File: src/rtl/dmux_router_if.sv
// Handshake bundle for dmux_router: one upstream stream fanned out to four
// downstream channels, with channel k data packed on out_data[k*W +: W].
interface dmux_router_if #(
    parameter int W = 8
) ();
    logic           in_valid;
    logic           in_ready;
    logic [W-1:0]   in_data;
    logic [1:0]     in_sel;
    logic [3:0]     out_valid;
    logic [3:0]     out_ready;
    logic [4*W-1:0] out_data;

    modport master (
        output in_valid, in_data, in_sel, out_ready,
        input  in_ready, out_valid, out_data
    );

    modport slave (
        input  in_valid, in_data, in_sel, out_ready,
        output in_ready, out_valid, out_data
    );
endinterface

File: src/rtl/dmux_router.sv
// 1-to-4 demultiplexing router with a one-entry holding buffer per channel.
// Optional per-channel saturating delivery counters when DMUX_CNT_EN is defined.
module dmux_router #(
    parameter int W = 8
) (
    input  logic          clk,
    input  logic          rst,
    dmux_router_if.slave  bus
`ifdef DMUX_CNT_EN
    ,
    input  logic          cnt_clr,
    output logic [31:0]   cnt
`endif
);

    logic [3:0]     ch_valid;
    logic [4*W-1:0] ch_data;
    logic           in_xfer;

    // Acceptance depends only on the selected channel, so a stalled channel
    // never blocks traffic bound elsewhere.
    assign bus.in_ready  = ~ch_valid[bus.in_sel] | bus.out_ready[bus.in_sel];
    assign in_xfer       = bus.in_valid & bus.in_ready;
    assign bus.out_valid = ch_valid;
    assign bus.out_data  = ch_data;

    generate
        for (genvar gi = 0; gi < 4; gi++) begin : g_ch
            logic         valid_reg;
            logic         valid_next;
            logic [W-1:0] data_reg;
            logic [W-1:0] data_next;
            logic         load;
            logic         drain;

            assign load  = in_xfer && (bus.in_sel == 2'(gi));
            assign drain = valid_reg & bus.out_ready[gi];

            // A load wins over a drain so a full channel can be refilled
            // in the same cycle it delivers, without a bubble.
            always_comb begin
                valid_next = valid_reg;
                data_next  = data_reg;
                if (load) begin
                    valid_next = 1'b1;
                    data_next  = bus.in_data;
                end else if (drain) begin
                    valid_next = 1'b0;
                end
            end

            always_ff @(posedge clk) begin
                if (rst) begin
                    valid_reg <= 1'b0;
                    data_reg  <= '0;
                end else begin
                    valid_reg <= valid_next;
                    data_reg  <= data_next;
                end
            end

            assign ch_valid[gi]          = valid_reg;
            assign ch_data[gi*W +: W]    = data_reg;

`ifdef DMUX_CNT_EN
            logic [7:0] cnt_reg;
            logic [7:0] cnt_next;

            always_comb begin
                cnt_next = cnt_reg;
                if (cnt_clr) begin
                    cnt_next = 8'd0;
                end else if (drain && (cnt_reg != 8'hFF)) begin
                    cnt_next = cnt_reg + 8'd1;
                end
            end

            always_ff @(posedge clk) begin
                if (rst) begin
                    cnt_reg <= 8'd0;
                end else begin
                    cnt_reg <= cnt_next;
                end
            end

            assign cnt[gi*8 +: 8] = cnt_reg;
`endif
        end
    endgenerate

endmodule

File: src/flat_wrapper.sv
// flat-port wrapper written by rule: the top's interface ports become plain ports
module dmux_router_flat 
#(
    parameter int W = 8
)
  (clk, rst, bus_in_valid, bus_in_data, bus_in_sel, bus_out_ready, bus_in_ready, bus_out_valid, bus_out_data);
  dmux_router_if #(.W(W)) bus_i ();
  input  logic clk;
  input  logic rst;
  input wire logic [$bits(bus_i.in_valid)-1:0] bus_in_valid;
  input wire logic [$bits(bus_i.in_data)-1:0] bus_in_data;
  input wire logic [$bits(bus_i.in_sel)-1:0] bus_in_sel;
  input wire logic [$bits(bus_i.out_ready)-1:0] bus_out_ready;
  output wire logic [$bits(bus_i.in_ready)-1:0] bus_in_ready;
  output wire logic [$bits(bus_i.out_valid)-1:0] bus_out_valid;
  output wire logic [$bits(bus_i.out_data)-1:0] bus_out_data;
  assign bus_i.in_valid = bus_in_valid;
  assign bus_i.in_data = bus_in_data;
  assign bus_i.in_sel = bus_in_sel;
  assign bus_i.out_ready = bus_out_ready;
  assign bus_in_ready = bus_i.in_ready;
  assign bus_out_valid = bus_i.out_valid;
  assign bus_out_data = bus_i.out_data;
  dmux_router #(.W(W)) u_core (.clk(clk), .rst(rst), .bus(bus_i));
endmodule
File: config.mk
export PLATFORM = sky130hd
export DESIGN_NAME = dmux_router_flat
export DESIGN_NICKNAME = d
export VERILOG_FILES = /design/src/rtl/dmux_router_if.sv /design/src/rtl/dmux_router.sv /design/src/flat_wrapper.sv
export SDC_FILE = /design/constraint.sdc
export NUM_CORES = 1
export LEC_CHECK = 0
export BUFFER_PORTS_ARGS = -buffer_cell sky130_fd_sc_hd__buf_2
export CAP_MARGIN = 20
export CORE_MARGIN = 1.5
export CORE_UTILIZATION = 42
export CTS_BUF_LIST = sky130_fd_sc_hd__clkbuf_4 sky130_fd_sc_hd__clkbuf_8
export DETAILED_ROUTE_END_ITERATION = 8
export GPL_TIMING_DRIVEN = 0
export PLACE_DENSITY_LB_ADDON = 0.25
export SYNTH_ARGS = -nofsm -noshare
export SYNTH_HDL_FRONTEND = slang
export SYNTH_SLANG_ARGS = --single-unit
File: constraint.sdc
create_clock -name clk -period 1.4 [get_ports clk]
set_input_delay 0.21 -clock clk [delete_from_list [all_inputs] [get_ports clk]]
set_output_delay 0.21 -clock clk [all_outputs]
set_load 0.005 [all_outputs]
==> metrics.md <==
| Metric | Value |
|---|---|
| Run status | finished, violations left |
| Failing checks | negative setup slack |
| Unrepaired setup endpoints after global routing | true |
| Endpoints failing hold | 0 |
| Slew Viols, Final | 0 |
| Distinct cell type count after synthesis | 14 |
| Final setup vio count | 1 |
| Max FO, Critical Path | 3 |
| Slowest cell delay on critical path | 0.45 ns |
| Count leader, synth | sky130_fd_sc_hd__nand2b_1 |
| CP Cell Sequence | nand2b_4 > mux4_2 > buf_2 |
| Final non-filler cell total | about 250 |
| Number of maximum-capacitance constraint violations | 0 |
| Post-route setup slack | -0.1646 ns |
| Total number of clock tree sinks | 36 |
| Critical path data arrival time | 1.35 ns |
| DRC Markers | 0 |
| Fraction of power consumed by combinational cells | approximately 12% |
| Max Clock Freq | around 640 MHz |
| Critical path type | reg2out |
| Die outline area | 3939 um2 |
| Routed via count divided by cell count | between 4 and 5 |
| Die span in y | between 60 and 70 um |
| Number of synthesized register bits | 36 |
| Critical path launch point type | register |
| Drt wl/cell | around 14 um |
| Critical path data required time | between 1 and 1.5 ns |
| Shortest clock period the worst path allows after layout | about 1.6 ns |
| Number of flops mapped to enable cells by yosys | 0 |
| Aggregate global routing overflow | 0 |
| Area growth syn-to-layout | 29.52% |
| Hold buffers post-CTS | 0 |
| Antenna violation net count after detailed routing | 0 |
| Total number of vias | approximately 1200 |
| Primary flip-flop cell chosen by synthesis mapping | sky130_fd_sc_hd__dfxtp_1 |
| CP max stage cell | sky130_fd_sc_hd__mux4_2 |
| Pint | between 1 and 1.5 mW |
| P per Cell Area | about 940 nW/um2 |
| Share of post-route cells with drive strength above 1 | a little over two fifths |
| Final hold slack | about 0.16 ns |
| IO buf count | 53 |
| Final weighted congestion of routability-driven global placement | 0.7245 |
| Net Sw Power | about 440 uW |
| Top cell type's share of synthesized area | approximately half |
| Die W | about 63 um |
| Final Util | around 57% |
| CTS root buffer | sky130_fd_sc_hd__clkbuf_4 |
| Hold Path Class | in2reg |
| HPWL after detailed placement | around 2400 um |
| Worst slew pin tran | between 0.4 and 0.5 ns |
| Clock group share of total power | 28.6% |
| Syn Area/Cell | 11.11 um2 |
| Worst vdd rail ir drop | around 0.52 mV |
| Drt first-iter violations | 97 |
| Inserted Diodes | 0 |
| Max Root-Sink Buffers | 2 |
| Cell types with the largest area share after synthesis | sky130_fd_sc_hd__dfxtp_1, sky130_fd_sc_hd__mux2i_1, sky130_fd_sc_hd__nand2b_1, sky130_fd_sc_hd__buf_4, sky130_fd_sc_hd__mux4_2 |
| Number of buffers inserted during clock tree synthesis | 5 |
| Most area-hungry cell type in the Yosys netlist | sky130_fd_sc_hd__dfxtp_1 |
| Floorplan core area | approximately 3400 um2 |
| Maximum number of pins on one net before global-route repair | 11 |
| LEAKAGE | between 1 and 1.5 nW |
| Seq pwr share | 59.2% |
| Clk Latency, worst-skew pair | approximately 0.33 ns |
| Overall fraction of global-route tracks in use | roughly 19% |
| Wire length of the first global-routing pass | between 5000 and 6000 um |
| Post-synth ARST share | 0% |
| Synthesized netlist net count | around 150 |
| Accumulated negative setup slack | -0.1646 ns |
| Netlist Area Pre-Place | about 1500 um2 |
| Cell count after synthesis | roughly 140 |
| Setup Skew | a little under 0.004 ns |
| Initial DRT Pass Iterations | 4 |
| Placement row count | 21 |
| Effective utilization at floorplan | between 40% and 50% |
| H-Tree Level Count | 2 |
| Post-Route WL | around 3300 um |
| Max FFs per register | 32 |
| Net total in the final layout | 216 |
| Synthesis Warnings | 0 |
| Sequential element share of the synthesized area | roughly half |
| TritonCTS clock tree | yes |
| Initial antenna violation count | 0 |
| Net Sw Frac | between 20% and 30% |
| Worst slew margin relative to its limit | around three quarters |
| Number of placed instances with taps included | about 230 |
| CP endpoint kind | output port |
| Part of the cycle the worst path needs | 111.8% |
| Reg clk slew, reported paths | roughly 0.10 ns |
| Most instantiated cells after synthesis | sky130_fd_sc_hd__nand2b_1, sky130_fd_sc_hd__dfxtp_1, sky130_fd_sc_hd__mux2i_1 |
| Vias in the first global route | roughly 1200 |
| I/O pins | 54 |
## kinds of logic after synthesis
| family | count (synthesis) | share of synthesized area, % |
|---|---|---|
| muxes | 33 | 22.85 |
| DFF | 36 | 48.04 |
| and+or+nand+nor | 51 | 23.60 |
| AOI/OAI and AO/OA | 4 | 1.334 |
| buffers and inverters | 11 | 4.170 |
## layout by cell type (no fill, tap or decap), drive strengths merged
cell,n
mux2i,32
nor3,1
nand4,1
a21oi,4
clkinv,1
nand4b,2
clkbuf,10
dfxtp,36
buf,64
nor2b,1
nand2b,45
mux4,1
or3,1
## what timing repair did
| item | CTS | global route |
|---|---|---|
| setup buffers | 3 | 1 |
| pin swaps | 0 | 1 |
| setup endpoints to repair | 1 | 3 |
| gates resized for setup | 6 | 1 |
## layer usage
layer	global-route usage, %	share of wire (%)	up-vias
li1	-	-	580
met1	22.64	44	548
met3	6.306	5.8	6
met5	0	0	-
met4	5.000	1.3	0
met2	31.05	49	38
## critical path, delay by kind of cell (launching register included)
kind,cells,cell delay (ns)
flops,1,0.37
mux,1,0.45
buf+inv,1,0.14
simple gates,1,0.07
## power groups by stage
stage / Combinational [mW] / Sequential, mW / Clock, mW
after CTS: 0.219 / 1.08 / 0.529
final: 0.223 / 1.08 / 0.523
after global routing: 0.243 / 1.09 / 0.582
after global placement: 0.204 / 1.10 / 0
after floorplan: 0.116 / 1.10 / 0
after detailed placement: 0.211 / 1.10 / 0
## per-stage QoR
step / instance area [um2] / power (mW) / setup slack [ns]
final: 1943 / 1.828 / -0.1646
after global placement: 1823 / 1.305 / 0.1274
after global routing: 1943 / 1.912 / -0.2141
after detailed placement: 1823 / 1.314 / 0.1019
after CTS: 1916 / 1.830 / -0.1621
after floorplan: 1500 / 1.220 / 0.3392
## area by class of cell
type | instances | area (um2)
Sequential cell | 36 | 725.7
Multi-Input combinational cell | 88 | 739.5
Tap cell | 46 | 57.56
Clock buffer | 6 | 45.04
Timing Repair Buffer | 57 | 307.8
Fill cell | 312 | 1446
Buffer | 11 | 62.56
Clock inverter | 1 | 5.005
## path summary, 6_finish.rpt
kind,slack [ns],from,endpoint,cells after the start
hold / removal,0.16,bus_out_ready[1],u_core.g_ch[1].valid_reg$_SDFFE_PP0P_,3
setup / recovery,-0.16,u_core.g_ch[2].valid_reg$_SDFFE_PP0P_,bus_in_ready,3
hold reg to reg,0.48,u_core.g_ch[2].data_reg[0]$_SDFFE_PP0P_,u_core.g_ch[2].data_reg[0]$_SDFFE_PP0P_,2
setup reg to reg,0.18,u_core.g_ch[3].valid_reg$_SDFFE_PP0P_,u_core.g_ch[3].data_reg[0]$_SDFFE_PP0P_,5
Power figures use the tool's default switching activity.
